## config.mk

```make
export PLATFORM = sky130hd
export DESIGN_NAME = pulse_rate_counter
export DESIGN_NICKNAME = d
export VERILOG_FILES = /design/src/rtl/pulse_rate_counter.sv
export SDC_FILE = /design/constraint.sdc
export NUM_CORES = 1
export LEC_CHECK = 0
export CAP_MARGIN = 5
export CORE_AREA = 4 4 85 87
export DETAILED_ROUTE_END_ITERATION = 8
export DIE_AREA = 0 0 89 91
export SLEW_MARGIN = 0
export SYNTH_ARGS = -nofsm -noshare
export SYNTH_HDL_FRONTEND = slang
export SYNTH_SLANG_ARGS = --single-unit
export TNS_END_PERCENT = 20
```

## constraint.sdc

```tcl
create_clock -name clk -period 4.8 [get_ports clk]
set_input_delay 0.96 -clock clk [delete_from_list [all_inputs] [get_ports clk]]
set_output_delay 0.96 -clock clk [all_outputs]
set_load 0.005 [all_outputs]
```

## src/rtl/pulse_rate_counter.sv

```systemverilog
// Pulse rate counter: counts rising edges of pulse_in over a gate window of
// GATE_CYCLES enabled cycles, with a detector dead time after each accepted
// event, saturating count, and a valid/ready result handshake with a sticky
// overrun flag when a finished window finds the previous result unconsumed.
module pulse_rate_counter #(
    parameter int GATE_CYCLES = 1000,
    parameter int DEAD_CYCLES = 4,
    parameter int CNT_W       = 16
) (
    input  logic             clk,
    input  logic             rst,
    input  logic             ena,
    input  logic             pulse_in,
    output logic [CNT_W-1:0] count_out,
    output logic             count_sat,
    output logic             count_valid,
    input  logic             count_ready,
    output logic             overrun
);

    localparam int GATE_W = (GATE_CYCLES > 1) ? $clog2(GATE_CYCLES) : 1;
    localparam int DEAD_W = (DEAD_CYCLES > 0) ? $clog2(DEAD_CYCLES + 1) : 1;

    localparam logic [GATE_W-1:0] GATE_LAST = GATE_W'(GATE_CYCLES - 1);
    localparam logic [DEAD_W-1:0] DEAD_LOAD = DEAD_W'(DEAD_CYCLES);
    localparam logic [CNT_W-1:0]  CNT_MAX   = {CNT_W{1'b1}};

    logic              pulse_prev_q;
    logic [GATE_W-1:0] gate_q,      gate_d;
    logic [DEAD_W-1:0] dead_q,      dead_d;
    logic [CNT_W-1:0]  win_cnt_q,   win_cnt_d;
    logic              win_sat_q,   win_sat_d;
    logic [CNT_W-1:0]  count_out_q, count_out_d;
    logic              count_sat_q, count_sat_d;
    logic              valid_q,     valid_d;
    logic              overrun_q,   overrun_d;

    logic              evt;
    logic              acc;
    logic              close;
    logic              load;
    logic              drop;
    logic [CNT_W-1:0]  res_cnt;
    logic              res_sat;

    // Event detection, dead time, gate timing and window result, plus the
    // output handshake decisions taken at window close.
    always_comb begin
        evt     = pulse_in & ~pulse_prev_q;
        acc     = evt & ena & (dead_q == '0);
        close   = ena & (gate_q == GATE_LAST);

        // Result includes an event accepted in the close cycle itself.
        res_cnt = win_cnt_q;
        res_sat = win_sat_q;
        if (acc) begin
            if (win_cnt_q == CNT_MAX) begin
                res_sat = 1'b1;
            end else begin
                res_cnt = win_cnt_q + CNT_W'(1);
            end
        end

        win_cnt_d = close ? '0   : res_cnt;
        win_sat_d = close ? 1'b0 : res_sat;

        gate_d = gate_q;
        if (ena) begin
            gate_d = close ? '0 : gate_q + GATE_W'(1);
        end

        // Dead time is never cleared by window close; it spans boundaries.
        dead_d = dead_q;
        if (ena) begin
            if (acc) begin
                dead_d = DEAD_LOAD;
            end else if (dead_q != '0) begin
                dead_d = dead_q - DEAD_W'(1);
            end
        end

        load = close & (~valid_q | count_ready);
        drop = close & valid_q & ~count_ready;

        count_out_d = load ? res_cnt : count_out_q;
        count_sat_d = load ? res_sat : count_sat_q;
        if (load) begin
            valid_d = 1'b1;
        end else if (valid_q & count_ready) begin
            valid_d = 1'b0;
        end else begin
            valid_d = valid_q;
        end
        overrun_d = overrun_q | drop;
    end

    // Window measurement state: edge history, gate timer, dead timer, count.
    always_ff @(posedge clk or posedge rst) begin
        if (rst) begin
            pulse_prev_q <= 1'b0;
            gate_q       <= '0;
            dead_q       <= '0;
            win_cnt_q    <= '0;
            win_sat_q    <= 1'b0;
        end else begin
            pulse_prev_q <= pulse_in;
            gate_q       <= gate_d;
            dead_q       <= dead_d;
            win_cnt_q    <= win_cnt_d;
            win_sat_q    <= win_sat_d;
        end
    end

    // Result register and handshake; independent of ena.
    always_ff @(posedge clk or posedge rst) begin
        if (rst) begin
            count_out_q <= '0;
            count_sat_q <= 1'b0;
            valid_q     <= 1'b0;
            overrun_q   <= 1'b0;
        end else begin
            count_out_q <= count_out_d;
            count_sat_q <= count_sat_d;
            valid_q     <= valid_d;
            overrun_q   <= overrun_d;
        end
    end

    assign count_out   = count_out_q;
    assign count_sat   = count_sat_q;
    assign count_valid = valid_q;
    assign overrun     = overrun_q;

endmodule

```

# [Word level (Yosys, flattened, before mapping)]
# Cells that the tools add are included.
# W data, S select, Z words.
[totals] word_cells=43 output_inout_bits=19 regBits=50
[op_classes] reduce_logical=5 eq_ne=2 n_bitwise=13 addsub=3 n_mux=11
[op_table] cell="$mux W16" n=3
[op_table] cell="$add A16 B1 Y16 const B" n=1
[op_table] cell="$eq A16 B16 Y1 const B" n=1
[op_table] cell="$add A10 B1 Y10 const B" n=1
[op_table] cell="$eq A10 B10 Y1 const B" n=1
[op_table] cell="$mux W10" n=1
[op_table] cell="$and A1 B1 Y1" n=8
[op_table] cell="$mux W3" n=2
[op_table] cell="$mux W1" n=5
[op_table] cell="$reduce_bool A2 Y1" n=2
[op_table] cell="$logic_not A3 Y1" n=1
[op_table] cell="$not A1 Y1" n=3
[op_table] cell="$reduce_bool A3 Y1" n=1
[op_table] cell="$sub A3 B1 Y3 const B" n=1
[op_table] cell="$or A1 B1 Y1" n=2
[op_table] cell="$reduce_and A2 Y1" n=1

# [Longest topological paths before layout]
[logic_depth] depth_word=6 depth_mapped=6 mapped_depth_nobuf=6

# [Worst setup path before layout]
# No wires, ideal clock.
[synth_timing] path_kind="input -> register" start="in ena" end="reg count_out_q[9], in the netlist count_out[9]" cell_stages=5 n_path_buf=1 setup_slack_ps=2649 required_time_ps=4718 arrival_ps=2069 cell_sequence="buf_2 inv_1 nor4_1 or4b_1 a31oi_1"
[synth_via] elab_chain_cells=3 elab_cells_between_ends=5 classes_between="mux (1); bitwise (4)"
[synth_rtl] element="start: declaration" line_no="12" rtl="input logic ena,"
[synth_rtl] element="$and A1 B1 Y1 (2 in a row)" line_no="50" rtl="acc = evt & ena & (dead_q == '0);"
[synth_rtl] element="$mux W16" line_no="56" rtl="if (acc) begin"
[synth_rtl] element="end signal: assignment" line_no="122" rtl="count_out_q <= count_out_d;"
[synth_rtl] element="end: declaration" line_no="33" rtl="logic [CNT_W-1:0] count_out_q, count_out_d;"
# Several ways; a longest one is shown, not always the timed one.
# A chain may end at the register's enable or synchronous reset.

# [Worst setup path after layout]
[layout_timing] start="in ena" end="reg count_out_q[1], in the netlist count_out[1]"
# The elaborated chain is that of the path after synthesis.

==> impl_results.md <==
* Status: finished, final reports clean
* Via count at 1960
* EDFF count, synth at 0
* CTS tree: built
* Slew HR at 32.0%
* Crit-path leading delay family: simple AND/OR/NAND/NOR gates
* Clock-pin slew on the worst setup and hold paths at 0.08 ns
* Crit Path Max Fanout at 22
* Top post-synthesis cells by area: dfrtp_1, a21oi_1, nor2_1, a31oi_1, nand2_1
* Worst Path Buf+Inv at 2
* Die ar. at 8100 sq um
* # H-tree levels at 2
* Distinct cells, synth at 46
* Cts hold-fix bufs at 0
* DR iter-0 viols at slightly above 90
* Dominant synthesized flop cell: dfrtp_1
* Crit path capture type: register
* # nets final at 282
* Placed instance area at approximately 2800 sq um
* RSZ-0062 raised after global routing: false
* Post_cts resized at 0
* Worst-Skew Late Latency at slightly above 0.3 ns
* DR pass1 iterations at 4
* Pin count of the biggest net entering global routing at 51
* Clock Sink Count at 50
* Total Wirelength at 5090 um
* # setup viols final at 0
* Syn nets at 259
* Chip width at 89 um
* Grt ovf at 0
* Min Tclk post-route at 2.81 ns
* FF+latch count, synth at 50
* Cells along the critical path: clkdlybuf4s50_1 -> buf_4 -> nand3_1 -> nor4_4 -> a31oi_1
* Post-synthesis cell area at between 2000 and 3000 sq um
* Initial antenna violation count at 0
* TNS Setup at 0 ns
* Gate Count Post-Synth at 250
* Vias in the first global route at approximately 1800
* Data arrival, critical path at 2.94 ns
* Final Hold Violating Endpoints at 0
* Placeable Area at between 6000 and 7000 sq um
* Setup CP Type: input pin to register
* Share of cells above drive strength 1 at 7.69%
* Top-area cell type share of the netlist area at 50.0%
* Period utilization at 58.6%
* I/O Pins at 24
* VDD IR max at 0.149 mV
* Clock Skews at 0.0142 ns
* Sequential share of the synthesized area at ~50%
* Power per cell area at 327 nW/um^2
* Synth-to-layout area growth at 16.2%
* Initial Util at between 30% and 40%
* CP required at 4.93 ns
* CTS buffer count at 5
* Ys Warns at 0
* Commonest cells after routing, fill and taps aside: dfrtp_1, clkdlybuf4s50_1, nor2_1, nand2_1, a21oi_1
* Total track usage at ~14%
* # diodes at 0
* Slowest Stage Delay on Critical Path at 0.90 ns
* Post-CTS setup buffers at 0
* FMAX at 355 MHz
* Vias per cell at 5.60
* First-pass GRT wire length at 9060 um
* Static leakage at ~1.2 nW
* Final GP Congestion at 0.833
* Hold Crit Class: register to register
* DIE HEIGHT at 91 um
* Avg Cell Area, Syn at 10.0 sq um
* Post-synth top area cell: dfrtp_1
* MaxCap Viol Count at 0
* Clock tree buffer depth at 2
* Slew Limit Fails at 0
* WL/cell at 14.5 um
* Root Buffer: clkbuf_8
* Slowest-stage cell, CP: nor4_4
* DP Wirelength at 3650 um
* Standard-cell rows at 29
* PortBufs at 23
* Startpoint types: input pin
* Final Instance Area at 2910 sq um
* Tightest Pin Transition at 1.02 ns
* Post-route ant nets at 0
* Ys async rst share at 100%
* Commonest non-fill, non-tap cell in the layout: dfrtp_1
* Residual DRC at 0
## registers in the layout, summed over array words and instances (netlist names)
register and flops:
gate_q 10, win_cnt_q 16, dead_q 3, count_sat 1, pulse_prev_q 1, count_valid 1, overrun 1, win_sat_q 1
count_out 16
## area by class of cell
class	count	area, sq um
Fill cell	611	3440
Sequential cell	50	1250
Multi-Input combinational cell	182	1180
Timing Repair Buffer	25	245
Tap cell	77	96.3
Clock buffer	5	68.8
Clock inverter	2	38.8
Inverter	9	33.8
## power breakdown
| part | internal, W | switching (W) |
|---|---|---|
| Sequential | 0.000467 | 0.0000579 |
| Combinational | 0.0000610 | 0.0000768 |
| Clock | 0.000153 | 0.000137 |
| Total | 0.000681 | 0.000272 |
## cells in the mapped netlist, types with 2 or more instances
cell / number
nor2b_1: 2
buf_2: 4
or3_1: 3
clkbuf_1: 3
nand2b_1: 3
nor2_1: 22
or4_1: 5
o21ai_0: 10
nor4_4: 2
or4b_1: 2
nor4_1: 3
inv_1: 9
nor3_1: 8
nand4_1: 8
mux2i_1: 3
nor3_2: 2
a31oi_1: 12
nand2_1: 19
a21oi_1: 17
nand4_2: 3
and3_1: 3
o41ai_1: 5
o31ai_1: 8
xnor2_1: 4
dfrtp_1: 50
o21ai_1: 3
ha_1: 4
and4_1: 6
nand3_1: 10
## metal layers
layer  vias up  global-route usage [%]  wire length (um)
li1        993                       -                 -
met1       938                    20.4              2620
met2        24                    20.4              2230
met3         5                    3.35               181
met4         0                    3.85                55
met5         -                       0                 0
## cell families (layout without fill, tap and decap cells)
kind of cell / Yosys count / in the layout / share of synthesized area, %
AO/OA/AOI/OAI: 62 / 62 / 15.5
XOR/XNOR: 5 / 5 / 1.75
adder cells (fa/ha/maj): 4 / 4 / 2.00
buffers and inverters: 18 / 41 / 3.05
flip-flops: 50 / 50 / 50.0
multiplexers: 3 / 3 / 1.20
AND/OR/NAND/NOR: 108 / 108 / 26.5
## through the flow
step	hold slack, ns	power (W)	std cells	setup WS [ns]	util [%]
after CTS	0.472	0.000963	350	1.87	45.9
after floorplan	0.446	0.000634	250	2.64	-
final	0.468	0.000953	350	1.99	45.9
after detailed placement	0.447	0.000672	343	1.56	44.2
after global placement	0.448	0.000669	343	1.65	44.2
after global routing	0.492	0.00102	350	1.72	45.9
## path summary, 6_finish.rpt
kind / from / to / slack (ns) / cells past startpoint
worst min register to register: overrun / overrun / 0.47 / 1
max in group asynchronous: rst / overrun / 2.95 / 2
worst min-delay path: overrun / overrun / 0.47 / 1
worst max-delay path: ena / count_out[1] / 1.99 / 5
worst max register to register: gate_q[4] / count_out[1] / 2.73 / 3
min in group asynchronous: rst / win_cnt_q[5] / 1.22 / 2
Note: power is estimated with default switching activity, not from simulation.
